File: src/rtl/branch_predictor.sv
// -----------------------------------------------------------------------------
// branch_predictor
//
// Fetch-side branch predictor for the RV32I core. A direct-mapped branch
// target buffer holds a tag, a target and a valid bit per entry, with a 2-bit
// saturating direction counter alongside. Fetch looks it up combinationally
// every cycle; execute writes back every resolved branch/jump.
//
// Optional feature (macro GSHARE_EN): a global history register is XORed
// into the index for both lookup and update. The history seen at lookup is
// exported on predHist and must come back on updateHist with the resolution.
// With the macro undefined the table is purely PC indexed and the history
// ports do not exist.
//
// Ports:
//   clk              in   core clock, rising edge
//   rst_n            in   asynchronous active-low reset
//   fetchPC          in   PC being fetched this cycle
//   predTaken        out  predict a redirect to predTarget
//   predTarget       out  predicted target (0 on a BTB miss)
//   updateValid      in   execute reports a resolved control transfer
//   updatePC         in   PC of the resolved instruction
//   updateIsJump     in   JAL/JALR (unconditional)
//   updateTaken      in   resolved direction
//   updateTarget     in   resolved target address
//   updateMisaligned in   resolution raised a misaligned-target exception
//   flush            in   invalidate every entry (fence.i, context change)
//   predHist         out  (GSHARE_EN) global history used for this lookup
//   updateHist       in   (GSHARE_EN) history carried with the resolution
// -----------------------------------------------------------------------------
module branch_predictor #(
  parameter int ENTRIES  = 16,
  parameter int TAG_BITS = 8,
  parameter int XLEN     = 32
) (
  input  logic                        clk,
  input  logic                        rst_n,
  input  logic [XLEN-1:0]             fetchPC,
  output logic                        predTaken,
  output logic [XLEN-1:0]             predTarget,
  input  logic                        updateValid,
  input  logic [XLEN-1:0]             updatePC,
  input  logic                        updateIsJump,
  input  logic                        updateTaken,
  input  logic [XLEN-1:0]             updateTarget,
  input  logic                        updateMisaligned,
  input  logic                        flush
`ifdef GSHARE_EN
  ,
  output logic [$clog2(ENTRIES)-1:0]  predHist,
  input  logic [$clog2(ENTRIES)-1:0]  updateHist
`endif
);

  localparam int IDX = $clog2(ENTRIES);

  // ---------------------------------------------------------------------------
  // Counter helpers
  // ---------------------------------------------------------------------------
  function automatic logic [1:0] sat_inc(input logic [1:0] c);
    return (c == 2'b11) ? 2'b11 : c + 2'b01;
  endfunction

  function automatic logic [1:0] sat_dec(input logic [1:0] c);
    return (c == 2'b00) ? 2'b00 : c - 2'b01;
  endfunction

  // ---------------------------------------------------------------------------
  // Storage
  // ---------------------------------------------------------------------------
  logic [ENTRIES-1:0] valid;
  logic [1:0]         ctr        [ENTRIES];
  logic [TAG_BITS-1:0] tag_mem   [ENTRIES];
  logic [XLEN-1:0]    target_mem [ENTRIES];

`ifdef GSHARE_EN
  logic [IDX-1:0]     ghr;
`endif

  // ---------------------------------------------------------------------------
  // Lookup (combinational from the flops, no bypass of a same-cycle update)
  // ---------------------------------------------------------------------------
  logic [IDX-1:0]      fetch_idx;
  logic [TAG_BITS-1:0] fetch_tag;
  logic                fetch_hit;

`ifdef GSHARE_EN
  assign fetch_idx = fetchPC[IDX+1:2] ^ ghr;
  assign predHist  = ghr;
`else
  assign fetch_idx = fetchPC[IDX+1:2];
`endif
  assign fetch_tag = fetchPC[TAG_BITS+IDX+1:IDX+2];
  assign fetch_hit = valid[fetch_idx] && (tag_mem[fetch_idx] == fetch_tag);

  assign predTaken  = fetch_hit && ctr[fetch_idx][1];
  assign predTarget = fetch_hit ? target_mem[fetch_idx] : '0;

  // ---------------------------------------------------------------------------
  // Update decode
  // ---------------------------------------------------------------------------
  logic [IDX-1:0]      upd_idx;
  logic [TAG_BITS-1:0] upd_tag;
  logic                upd_en;
  logic                upd_hit;
  logic                upd_alloc;

`ifdef GSHARE_EN
  assign upd_idx = updatePC[IDX+1:2] ^ updateHist;
`else
  assign upd_idx = updatePC[IDX+1:2];
`endif
  assign upd_tag = updatePC[TAG_BITS+IDX+1:IDX+2];

  // A misaligned resolution never trains the predictor.
  assign upd_en    = updateValid && !updateMisaligned;
  assign upd_hit   = valid[upd_idx] && (tag_mem[upd_idx] == upd_tag);
  // Only transfers that actually redirect are worth a BTB slot.
  assign upd_alloc = !upd_hit && (updateTaken || updateIsJump);

  // ---------------------------------------------------------------------------
  // State update; flush outranks a simultaneous resolution
  // ---------------------------------------------------------------------------
  always_ff @(posedge clk or negedge rst_n) begin
    if (!rst_n) begin
      valid <= '0;
      for (int i = 0; i < ENTRIES; i++) begin
        ctr[i]        <= 2'b01;
        tag_mem[i]    <= '0;
        target_mem[i] <= '0;
      end
`ifdef GSHARE_EN
      ghr <= '0;
`endif
    end else if (flush) begin
      valid <= '0;
`ifdef GSHARE_EN
      ghr <= '0;
`endif
    end else if (upd_en) begin
      if (upd_hit) begin
        if (updateIsJump) begin
          ctr[upd_idx]        <= 2'b11;
          target_mem[upd_idx] <= updateTarget;
        end else if (updateTaken) begin
          ctr[upd_idx]        <= sat_inc(ctr[upd_idx]);
          target_mem[upd_idx] <= updateTarget;
        end else begin
          // Not-taken keeps the last known target for when it flips back.
          ctr[upd_idx] <= sat_dec(ctr[upd_idx]);
        end
      end else if (upd_alloc) begin
        valid[upd_idx]      <= 1'b1;
        tag_mem[upd_idx]    <= upd_tag;
        target_mem[upd_idx] <= updateTarget;
        // A fresh conditional starts weakly taken so one miss can demote it.
        ctr[upd_idx]        <= updateIsJump ? 2'b11 : 2'b10;
      end
`ifdef GSHARE_EN
      // History tracks conditional outcomes only.
      if (!updateIsJump) begin
        ghr <= {ghr[IDX-2:0], updateTaken};
      end
`endif
    end
  end

endmodule
File: config.mk
export PLATFORM = sky130hd
export DESIGN_NAME = branch_predictor
export DESIGN_NICKNAME = d
export VERILOG_FILES = /design/src/rtl/branch_predictor.sv
export SDC_FILE = /design/constraint.sdc
export NUM_CORES = 1
export LEC_CHECK = 0
export ABC_AREA = 0
export CAP_MARGIN = 40
export CELL_PAD_IN_SITES_DETAIL_PLACEMENT = 0
export CELL_PAD_IN_SITES_GLOBAL_PLACEMENT = 2
export CORE_MARGIN = 10
export CORE_UTILIZATION = 41
export CTS_BUF_LIST = sky130_fd_sc_hd__clkbuf_2
export DETAILED_ROUTE_END_ITERATION = 16
export PLACE_DENSITY_LB_ADDON = 0.08
export SLEW_MARGIN = 10
export SYNTH_ARGS = -nofsm -noshare
export SYNTH_HDL_FRONTEND = slang
export SYNTH_SLANG_ARGS = --single-unit
File: constraint.sdc
create_clock -name clk -period 4.6 [get_ports clk]
set_clock_uncertainty 0.2 [all_clocks]
set_input_delay 0.46 -clock clk [delete_from_list [all_inputs] [get_ports clk]]
set_output_delay 0.46 -clock clk [all_outputs]
set_load 0.01 [all_outputs]
==> run summary, run 1 <==
The flow ran to the end, but the final reports show violations. The checks that failed: setup timing. Setup repair after global routing could not meet its margin everywhere. The net count of the mapped netlist came out at 2231. The analysis attributes to cell leakage a power of 0.0180 uW. The number of H-tree levels is 4. The number of hold violations in the final report is 0.

The biggest cell delay along the critical path came out at 0.50 ns. Data arrives at the worst endpoint at 4.14 ns. The via count of the first global-routing pass came to 22300.

The number of max-slew violations in the final report is 0. Relative to the synthesized area, the layout overhead comes to 14.8%. The number of nets with antenna violations after routing came out at 0. The logic depth of the worst register-to-register path came out at 11. The number of unique standard cell types used by synthesis is 54. The estimated wirelength of the detail-placed design came out at 53900 um. The synthesized-area fraction occupied by and/or/nand/nor cells is 2.75%. The slew at the pin with the worst max-slew slack is 0.867 ns. The worst hold path depth came out at 1. The overall power after layout came out at 13500 uW. Setup total negative slack on the finished layout was measured at -3.55 ns.

The final wirelength is 94400 um. The total clock sinks came out at 688. The initial antenna violation count came out at 4. The worst setup path is of the flip-flop to output pin kind.

The power per cell area came out at 350 nW/um^2. The height of the chip came out at 306 um. Among all flip-flop cells after synthesis, the most frequent one is sky130_fd_sc_hd__dfrtp_1. Clock-pin slew was measured on the worst setup and hold paths at 0.10 ns. The minimum period implied by the final worst setup slack is 4.80 ns. The worst min-delay path class is flip-flop to flip-flop. The total global routing track utilization came out at 20.3%. The fraction of the yosys area taken by sequential cells is 51.4%. The reported max-cap violation count is 0.

The slowest library cell on the worst path is sky130_fd_sc_hd__mux4_2. Traced cell by cell, the critical path runs through mux4_2 > mux4_2 > xor2_2 > nor4_1 > buf_4 > nand3_4 > buf_12 > buf_12 > nor2b_1 > buf_2. In the synthesized netlist, mux cells make up 39.7% of the area. The area of the mapped netlist came out at 33500 um^2. The DRC violation count after routing came out at 0.

The largest net degree at the start of global routing is 104. The fraction of layout cells with a size suffix above 1 is 55.5%. The first routing iteration left 1123 violations. The total met2 wirelength after detailed routing is 45900 um. The yosys synthesis warning count is 0. The initial standard-cell utilization of the core is 41.5%.

The nature of the critical path startpoint is a flip-flop. The region available for standard cell placement spans 80800 um^2. The least setup slack across all paths after layout is -0.195 ns. The final cycle utilization of the critical path came out at 104%.

The first-pass GRT wire length came out at 143000 um. STA classifies the critical path endpoint as an output pin. In this run the tool buffered the top-level ports with 95 buffer cells. The combined buffer and inverter count along the critical path came out at 4.

The routed length per instance came out at 26.2 um. The number of enable flip-flop cells after synthesis is 0. For the worst setup path, the data required time is 3.94 ns. The average instance in the mapped netlist occupies 15.7 um^2. The number of search-and-repair iterations in the first detailed-routing pass came out at 5. The maximum clock frequency came out at 0.209 GHz. CTS placed an instance of sky130_fd_sc_hd__clkbuf_2 at the clock tree root. The number of nets in the finished design is 2499.

The ratio of routed vias to standard cells is 5.64. By area, the combinational part of the netlist is dominated by multiplexers. The clock insertion delay at the later pin of the skew report came out at 1.35 ns. The post-synthesis async set-or-reset flop share is 100%.

In this run the worst path has a maximum fanout of 9. Detailed routing inserted a total of 20300 vias. Across the VDD grid, the largest voltage drop is 0.190 mV. Routability-driven placement finished with a final weighted congestion of 0.754. The fraction of the mapped netlist area in compound gates is 3.04%. The met3 wirelength from detailed routing is 3870 um. The total grt overflow is 0. The cell count after synthesis came out at 2128. The number of rows created at floorplan is 104.

Buffers inserted during clock tree synthesis total 188. 136 I/O pins were placed. TritonCTS built the clock tree. Summing the areas of all xor and xnor instances in the mapped netlist gives 0.366% of the synthesized area. Among cell families on the critical path, the largest total delay comes from multiplexers. The die area is 93600 um^2. The wire length the detailed router placed on met1 came out at 42600 um.

The synthesized netlist devotes 0.0598% of its cell area to adder and majority cells. The relative slew slack is 42.2%. The maximum clock insertion buffer count came out at 3. The horizontal die dimension is 306 um.

The top layer reached by signal wires is met5. The synthesized design contains 688 register bits. The cell count along the critical path is 10. The total of endpoints with negative setup slack in the final report is 33.
## kinds of logic after synthesis
kind of cell,count (synthesis)
buffers and inverters,195
xor gates and xnor gates,14
muxes,926
AOI/OAI and AO/OA,121
and+or+nand+nor,182
adders and majority gates,2
DFF,688
## layer usage
layer	GRT usage (%)	vias up
li1	-	8707
met1	27.2	11000
met2	33.1	463
met3	3.83	154
met4	6.37	2
met5	0	-
## sequential cells by signal, indices dropped and copies added (netlist names)
name and flops:
target_mem 512, tag_mem 128, ctr 32, valid 16
## Yosys cell counts, drive strengths merged, types with 20 or more instances
cell / instances / area (um^2)
nor2: 21 / 81.3
nand2: 55 / 206
dfrtp: 672 / 16800
mux4: 235 / 5290
nor2b: 35 / 219
nor3: 21 / 105
mux2: 644 / 7550
clkbuf: 129 / 484
mux2i: 47 / 470
buf: 56 / 349
a21oi: 32 / 284
nand2b: 20 / 125
## final cells by class
type                    instances  area, um^2
fillers                      7104       42300
flip-flops and latches        688       17200
multi-input cells            1245       15500
repair buffers                263        2590
clock buffers                 285        1430
well taps                    1060        1330
clock inverters                46         309
inverters                      10        37.5
diodes                          5        12.5
## worst reg2reg max path, stage by stage, from the launching register on
cell	delay, ns
sky130_fd_sc_hd__dfrtp_1	0.42
sky130_fd_sc_hd__mux4_2	0.49
sky130_fd_sc_hd__mux2i_1	0.17
sky130_fd_sc_hd__xor2_1	0.28
sky130_fd_sc_hd__o211ai_1	0.20
sky130_fd_sc_hd__a222oi_1	0.42
sky130_fd_sc_hd__buf_4	0.26
sky130_fd_sc_hd__buf_4	0.26
sky130_fd_sc_hd__a31oi_2	0.21
sky130_fd_sc_hd__buf_6	0.21
sky130_fd_sc_hd__o221ai_1	0.16
sky130_fd_sc_hd__dlygate4sd3_1	0.57
## path summary, 6_finish.rpt
| kind | end | startpoint | slack [ns] |
|---|---|---|---|
| max reg2reg | ctr[4]$_DFFE_PN1P_ | tag_mem[58]$_DFFE_PN0P_ | 0.73 |
| max in group asynchronous | target_mem[139]$_DFFE_PN0P_ | rst_n | 2.70 |
| min reg2reg | target_mem[139]$_DFFE_PN0P_ | target_mem[139]$_DFFE_PN0P_ | 0.30 |
| max | predTarget[14] | tag_mem[34]$_DFFE_PN0P_ | -0.20 |
| min | target_mem[139]$_DFFE_PN0P_ | target_mem[139]$_DFFE_PN0P_ | 0.30 |
| min in group asynchronous | target_mem[385]$_DFFE_PN0P_ | rst_n | 0.73 |
## where the power goes
| part | switching (uW) | internal (uW) |
|---|---|---|
| clock network | 2630 | 1880 |
| registers | 352 | 6690 |
| logic | 781 | 1160 |
## cell usage in the layout, fill, tap and decap left out, types with 4 or more instances in the layout
cell type                           n
sky130_fd_sc_hd__nand2_1           42
sky130_fd_sc_hd__dfstp_2           16
sky130_fd_sc_hd__dlygate4sd3_1     55
sky130_fd_sc_hd__a22oi_1           13
sky130_fd_sc_hd__o221ai_1          16
sky130_fd_sc_hd__nand3_1            8
sky130_fd_sc_hd__mux4_2           235
sky130_fd_sc_hd__buf_2             27
sky130_fd_sc_hd__nor2b_2            4
sky130_fd_sc_hd__nor3_1            20
sky130_fd_sc_hd__dfrtp_1          672
sky130_fd_sc_hd__clkinv_1          31
sky130_fd_sc_hd__a21oi_2            6
sky130_fd_sc_hd__and3_1             6
sky130_fd_sc_hd__buf_12            25
sky130_fd_sc_hd__and2_1             4
sky130_fd_sc_hd__buf_4             84
sky130_fd_sc_hd__o31a_1            13
sky130_fd_sc_hd__clkbuf_2         286
sky130_fd_sc_hd__nor2b_1           23
sky130_fd_sc_hd__buf_6             11
sky130_fd_sc_hd__a31oi_1           11
sky130_fd_sc_hd__bufinv_16          4
sky130_fd_sc_hd__a21oi_1           17
sky130_fd_sc_hd__nand2b_1          20
sky130_fd_sc_hd__buf_8              4
sky130_fd_sc_hd__inv_1             10
sky130_fd_sc_hd__mux2i_1           47
sky130_fd_sc_hd__o21ba_2            8
sky130_fd_sc_hd__nor2_1            18
sky130_fd_sc_hd__xor2_1            11
sky130_fd_sc_hd__diode_2            5
sky130_fd_sc_hd__o22ai_1           11
sky130_fd_sc_hd__mux2_4            80
sky130_fd_sc_hd__clkdlybuf4s50_1   54
sky130_fd_sc_hd__a21oi_4            9
sky130_fd_sc_hd__nor2b_4            8
sky130_fd_sc_hd__mux2_2           564
sky130_fd_sc_hd__nand2_2           13
## repair_timing
| item | CTS | global route |
|---|---|---|
| gates cloned | 1 | 0 |
| endpoints found under the setup margin | 33 | 33 |
| hold endpoints to repair | 1362 | 0 |
| hold buffers | 56 | 0 |
| gates resized for setup | 141 | 23 |
| pin swaps | 2 | 3 |
| setup buffers | 7 | 5 |
## per-stage QoR
step | setup slack [ns] | hold WS (ns) | std cells | area [um^2] | util (%)
5_1_grt | -0.462 | 0.224 | 3602 | 38500 | 47.6
6_report | -0.195 | 0.302 | 3602 | 38500 | 47.6
3_3_place_gp | 0.135 | 0.282 | 3194 | 36000 | 44.6
2_1_floorplan | 0.970 | -0.0356 | 2128 | 33500 | -
4_1_cts | -0.490 | 0.132 | 3594 | 38400 | 47.5
3_5_place_dp | 0.181 | 0.287 | 3199 | 36100 | 44.6
Note: power is estimated with default switching activity, not from simulation.
==> inputs of run 2 (changes only) <==
CELL_PAD_IN_SITES_DETAIL_PLACEMENT = not set   (was 0)
CELL_PAD_IN_SITES_GLOBAL_PLACEMENT = not set   (was 2)
TNS_END_PERCENT = 5   (was not set)
==> run summary, run 2 (synthesis results as in run 1) <==
The area growth from synthesis to layout came out at 15.5%. The worst hold path passes through 6 cells. The final wirelength is 93200 um.

The horizontal die dimension came out at 306 um. The analysis attributes to net switching a power of 3780 uW. The routed layout has 20400 vias.

Dividing the detail-routed wire length by the instance count gives 25.9 um. The hold path endpoint is ctr[6]$_DFFE_PN1P_. The category of the most critical setup path is flip-flop to output pin.

The maximum clock insertion buffer count came out at 3. The register with the most flip-flops in the layout has 512 of them. STA classifies the critical path endpoint as an output pin. The number of DRC markers in iteration 0 came out at 1159. Of the cells placed in the final design, the portion with a size suffix greater than 1 is 56.0%. The cell leakage power is 0.0181 uW.

The peak supply drop came out at 0.206 mV. Setup violations remaining at the end of the flow were counted as 33. The data arrival time at the worst-slack endpoint is 4.42 ns. The number of port buffers is 95. The startpoint of the tightest hold check path is updatePC[4]. In this run the number of H-tree levels came out at 4.

The part of the power in the clock network is 33.7%. The number of max-slew violations in the final report is 0. The run finished, with violations left. The minimum period implied by the final worst setup slack is 5.08 ns. For this run, the detailed router's first-pass iteration total came to 5. The reported max-cap violation count is 0. The number of nets in the finished design came out at 2497. The slew at the pin with the worst max-slew slack came out at 0.941 ns. The library cell used most frequently in the layout, excluding fill and tap cells, is sky130_fd_sc_hd__dfrtp_1. The part of the total power dissipated in sequential elements is 51.9%. After layout, the worst setup slack is -0.482 ns.

The total grt overflow is 0. STA classifies the critical path startpoint as a flip-flop. The initial standard-cell utilization of the core came out at 41.5%.

The relative slew slack came out at 37.2%. target_mem holds more flip-flops than any other register. The worst reg-to-reg setup slack came out at 0.88 ns. The largest net degree at the start of global routing came out at 113. The first global-routing pass estimated 143000 um of wire. Buffers inserted during clock tree synthesis total 187. The number of nets with antenna violations after routing is 0. The combinational power share is 14.4%.

The clock transition at the register clock pins on the worst setup and hold paths after CTS came out at 0.11 ns. In this run the critical register-to-register path is captured at ctr[1]$_DFFE_PN0P_. Setup repair after global routing could not meet its margin everywhere. The tree built by TritonCTS fans out to 688 sinks. The required time at the worst-slack endpoint is 3.94 ns. In the routed layout, each cell is associated on average with a via count of 5.66. The clock tree from TritonCTS is built.

Once layout is complete, the utilization of the core stands at 47.9%. The initial antenna violation count came to 3. The top cell types in the final layout, fill and taps aside, are 672 x sky130_fd_sc_hd__dfrtp_1, 564 x sky130_fd_sc_hd__mux2_2, 295 x sky130_fd_sc_hd__clkbuf_2, 235 x sky130_fd_sc_hd__mux4_2, 80 x sky130_fd_sc_hd__mux2_4. The height of the chip came out at 306 um. The placer congestion estimate is 0.788. The internal power is 9770 uW. The total global routing track utilization is 20.1%.

In this run the worst path has a maximum fanout of 6. After floorplanning, the core was divided into 104 placement rows. The worst setup timing slack at the placement stage came out at -0.105 ns. The estimated wirelength of the detail-placed design came out at 51800 um. The number of hold violations in the final report came out at 0. The worst min-delay path class is primary input to flip-flop.

The DRC violation count after routing is 0. The via count of the first global-routing pass is 22400. The share of total power consumed by net switching came out at 27.9%. The startpoint identified for the worst register-to-register timing path is tag_mem[6]$_DFFE_PN0P_. The number of ports placed on the die boundary is 136. For the worst flop-to-flop path, the logic depth is 12. For this design the ratio of total power to cell area is 350 nW/um^2. The floorplan core area came out at 80800 um^2. The final cycle utilization of the critical path came out at 110%.

The maximum clock frequency is 0.197 GHz. The die area is 93600 um^2. The checks that failed: setup timing. The later pin in the worst-skew pair is clocked with a latency of 1.43 ns. In this run the clock root is driven by a sky130_fd_sc_hd__clkbuf_2.

The largest registers in the layout are target_mem x512, tag_mem x128, ctr x32. The critical path starts at tag_mem[27]$_DFFE_PN0P_.
-- run 2: changes by cell type in the layout (fill, tap and decap cells not counted), moves of 4 or more --
cell | before | now
sky130_fd_sc_hd__buf_6 | 11 | 21
sky130_fd_sc_hd__buf_2 | 27 | 18
sky130_fd_sc_hd__clkbuf_2 | 286 | 295
sky130_fd_sc_hd__nor2b_1 | 23 | 16
sky130_fd_sc_hd__nor2b_4 | 8 | 15
sky130_fd_sc_hd__buf_4 | 84 | 79
sky130_fd_sc_hd__clkinv_1 | 31 | 27
-- run 2: routing by layer --
metal | vias to the layer above | wire [um] | track usage (%)
met4 | 2 | 2160 | 6.98
met3 | 169 | 3960 | 4.11
met2 | 526 | 44900 | 32.1
li1 | 8705 | - | -
met5 | - | 7 | 0
met1 | 11000 | 42200 | 27.0
-- run 2: through the flow --
stage	area, um^2	cells	setup TNS, ns	hold WS [ns]	power (uW)
floorplan	33500	2128	0	-0.0356	8410
global placement	36000	3194	-1.32	0.282	8960
detailed placement	36000	3197	-1.14	0.287	9050
CTS	38600	3597	-19.06	0.0687	13800
global route	38700	3605	-21.81	0.158	14300
finish	38700	3605	-12.79	0.240	13500
-- run 2: worst max-delay path: stages (launching register included) --
cell and delay [ns]:
sky130_fd_sc_hd__dfrtp_1 0.42, sky130_fd_sc_hd__mux4_2 0.48, sky130_fd_sc_hd__mux4_2 0.56, sky130_fd_sc_hd__xor2_4 0.20, sky130_fd_sc_hd__nor4_4 0.26, sky130_fd_sc_hd__buf_4 0.17, sky130_fd_sc_hd__nand3_4 0.07, sky130_fd_sc_hd__buf_12 0.15
sky130_fd_sc_hd__buf_12 0.15, sky130_fd_sc_hd__buf_8 0.13, sky130_fd_sc_hd__buf_12 0.13, sky130_fd_sc_hd__nor2b_1 0.10, sky130_fd_sc_hd__buf_2 0.14
-- run 2: power by group through the flow --
stage	clock network (uW)	registers, uW	logic (uW)
2_1_floorplan	0	7020	1390
3_3_place_gp	0	7100	1850
3_5_place_dp	0	7150	1900
4_1_cts	4760	7030	1970
5_1_grt	5090	7110	2120
6_report	4560	7030	1950
-- run 2: cell type report --
cell class / instances / area, um^2
Fill cell: 7088 / 42100
Sequential cell: 688 / 17200
Multi-Input combinational cell: 1245 / 15600
Timing Repair Buffer: 262 / 2690
Clock buffer: 295 / 1480
Tap cell: 1060 / 1330
Clock inverter: 40 / 293
Inverter: 10 / 37.5
Antenna cell: 5 / 12.5
-- run 2: how the worst max path moves through the flow --
| stage | end | slack, ns | depth (start not counted) |
|---|---|---|---|
| final | predTarget[3] | -0.48 | 12 |
| after global routing | predTarget[3] | -0.77 | 12 |
| after CTS | predTarget[5] | -0.73 | 12 |
| after detailed placement | predTarget[31] | -0.11 | 11 |
| after global placement | predTarget[31] | -0.07 | 11 |
| after floorplan | predTarget[21] | 0.97 | 9 |
-- run 2: what timing repair did --
| action | in CTS | in global routing |
|---|---|---|
| pin swaps | 4 | 3 |
| setup endpoints to repair | 33 | 33 |
| buffers inserted | 5 | 3 |
| resized for setup | 176 | 16 |
| hold buffers | 58 | 0 |
| hold endpoints to repair | 1373 | 0 |
| cloned | 2 | 0 |
==> inputs of run 3 (changes only) <==
CTS_CLUSTER_DIAMETER = 30   (was not set)
clock period = 6.48 ns   (was 4.6 ns; I/O delays follow)
==> run summary, run 3 (synthesis results as in run 1) <==
Walking the worst path, the cells encountered are mux4_2 > mux4_2 > xor2_1 > nor4_1 > clkdlybuf4s18_2 > nand3_2 > buf_4 > nor2b_1 > clkdlybuf4s50_1. In this run the critical register-to-register path is launched from tag_mem[50]$_DFFE_PN0P_. The slowest library cell on the worst path is sky130_fd_sc_hd__clkdlybuf4s50_1. The detail route stage leaves a number of antenna-violating nets equal to 0. The critical register-to-register path endpoint is ctr[4]$_DFFE_PN1P_.

The worst setup path is of the flip-flop to output pin kind. Setup repair after global routing left no endpoint under its margin. The total global routing track utilization came out at 19.6%. The number of hold violations in the final report is 0. For this design the top-level I/O count stands at 136. The global routing met2 resource utilization came out at 30.7%. The placer congestion estimate is 0.769.

The floorplan core area came out at 80800 um^2. The fraction of layout cells with a size suffix above 1 is 53.5%. The number of rows created at floorplan is 104.

The most prevalent standard cell on the critical path is sky130_fd_sc_hd__mux4_2. In this run the deepest clock path goes through 3 buffers. The worst setup path is launched from a flip-flop. The initial antenna violation count came out at 2. The reported max-cap violation count came out at 0. After detailed routing, the average wire length per cell comes to 25.7 um.

The most heavily used metal layer in global routing is met2. The number of port buffers is 95. The peak supply drop is 0.145 mV.

The ratio of routed vias to standard cells is 5.68. In this run, CTS created clock tree buffers numbering 200. The biggest cell delay along the critical path is 0.57 ns.

The tree is rooted in a sky130_fd_sc_hd__clkbuf_2. The met3 track utilization from global routing is 4.49%. TritonCTS built the clock tree. The largest registers in the layout are target_mem x512, tag_mem x128, ctr x32. The combined buffer and inverter count along the critical path is 3. In this run the tightest slew margin relative to its limit is 19.5%. The final wirelength came out at 91700 um. In this run the register-to-register setup slack is 2.67 ns. The number of H-tree levels came out at 4.

The pre-antenna-repair detailed-routing pass consisted of 5 iterations. The logic depth of the worst register-to-register path came out at 10. The clock insertion delay at the later pin of the skew report came out at 1.46 ns.

For this design the static power due to leakage is 0.0176 uW. In the layout the commonest cells are 672 x sky130_fd_sc_hd__dfrtp_1, 564 x sky130_fd_sc_hd__mux2_2, 295 x sky130_fd_sc_hd__clkbuf_2, 235 x sky130_fd_sc_hd__mux4_2, 88 x sky130_fd_sc_hd__clkdlybuf4s50_1. The largest net degree at the start of global routing came out at 201. The register bank with the most flops is target_mem. The number of cells in the design after placement is 3158. The worst hold path depth is 2. The height of the chip is 306 um.

The number of buffers inserted to repair setup after CTS is 0. The cell family contributing the most delay on the critical path is buffers and inverters. The number of max-slew violations in the final report is 0. The required time at the worst-slack endpoint is 5.63 ns. The maximum clock frequency came out at 0.178 GHz. The met1 demand-to-capacity share in global routing is 26.6%. The worst hold path terminates at tag_mem[60]$_DFFE_PN0P_.

The final cycle utilization of the critical path came out at 86.8%. For the final routed database, the setup TNS stands at 0 ns. The kind of capture point of the worst setup path is an output pin. The initial standard-cell utilization of the core came out at 41.5%. The area growth from synthesis to layout is 13.0%. The first global-routing pass estimated 139000 um of wire. After the first detailed-routing iteration, the DRC count stood at 1443.

After clock tree synthesis, the repair step resized 0 gates. The die is 306 um wide. The library cell used most frequently in the layout, excluding fill and tap cells, is sky130_fd_sc_hd__dfrtp_1. Clock tree synthesis found a total of 688 sinks. The clock transition at the register clock pins on the worst setup and hold paths after CTS is 0.10 ns. The register with the most flip-flops in the layout has 512 of them. For the pin with the worst max-slew slack, the measured transition is 1.21 ns. The die covers 93600 um^2. The total grt overflow is 0. The via count of the first global-routing pass is 21900.

The DRC violation count after routing is 0. The data arrival time at the worst-slack endpoint came out at 4.78 ns. Summed over all nets, the half-perimeter wirelength after detailed placement is 50000 um. The filler cells instantiated in the layout total 7149. The total of endpoints with negative setup slack in the final report is 0. The net count of the finished layout is 2443. The biggest fanout along the worst timing path came out at 14.

The startpoint identified for the worst hold timing path is updatePC[10]. The number of cells in the finished layout apart from fillers came out at 3564. The run finished with clean final reports.

The vias after detailed routing came out at 20300. The minimum period implied by the final worst setup slack is 5.62 ns. The worst min-delay path class is primary input to flip-flop.

The power per cell area is 254 nW/um^2.
run 3: cell count changes in the layout (fill, tap and decap cells not counted), sizes merged:
cell           before  now
diode               5    7
clkinvlp            3    1
dlygate4sd3        57   39
buf               148   65
clkdlybuf4s50      55   88
bufbuf              1    0
clkdlybuf4s18       0    2
inv                12   16
clkinv             31   55
bufinv              4    2
run 3: stage by stage:
step           total power [uW]  utilization (%)  area (um^2)  setup slack, ns  hold WS, ns
2_1_floorplan              5970                -        33500             2.47        0.152
3_3_place_gp               6340             43.9        35500             1.24        0.281
3_5_place_dp               6410             44.0        35600             1.34        0.287
4_1_cts                    9780             46.8        37800            0.714       0.0507
5_1_grt                   10200             46.8        37900            0.620        0.103
6_report                   9610             46.8        37900            0.855        0.215
run 3: final cells by class:
| type | count | area (um^2) | area share, % |
|---|---|---|---|
| Sequential cell | 688 | 17200 | 45.5 |
| Multi-Input combinational cell | 1245 | 15500 | 40.8 |
| Timing Repair Buffer | 195 | 1940 | 5.12 |
| Clock buffer | 295 | 1480 | 3.90 |
| Tap cell | 1060 | 1330 | 3.50 |
| Clock inverter | 64 | 370 | 0.978 |
| Inverter | 10 | 37.5 | 0.0992 |
| Antenna cell | 7 | 17.5 | 0.0463 |
run 3: worst max-delay path by stage:
| stage | startpoint | end | slack (ns) | cells past startpoint |
|---|---|---|---|---|
| final | tag_mem[99]$_DFFE_PN0P_ | predTarget[2] | 0.86 | 9 |
| after global routing | tag_mem[22]$_DFFE_PN0P_ | predTarget[4] | 0.62 | 9 |
| after CTS | tag_mem[35]$_DFFE_PN0P_ | predTarget[4] | 0.71 | 9 |
| after detailed placement | updatePC[4] | ctr[4]$_DFFE_PN1P_ | 1.34 | 11 |
| after global placement | fetchPC[2] | predTarget[22] | 1.24 | 9 |
| after floorplan | fetchPC[3] | predTarget[21] | 2.47 | 9 |
run 3: what timing repair did:
item	in CTS	in global routing
hold endpoints to repair	1029	0
setup endpoints to repair	0	0
hold buffers	40	0
run 3: power by group:
group | internal [uW] | leakage, uW | switching [uW]
Sequential | 4750 | 0.00921 | 246
Combinational | 798 | 0.00696 | 547
Clock | 1330 | 0.00142 | 1950
run 3: metal layers:
layer / part of all wire (%) / up-vias / wire length, um
met5: 0 / - / 0
met4: 2.2 / 0 / 2060
met3: 5.0 / 169 / 4590
met2: 48 / 528 / 43700
met1: 45 / 10900 / 41400
li1: - / 8619 / -
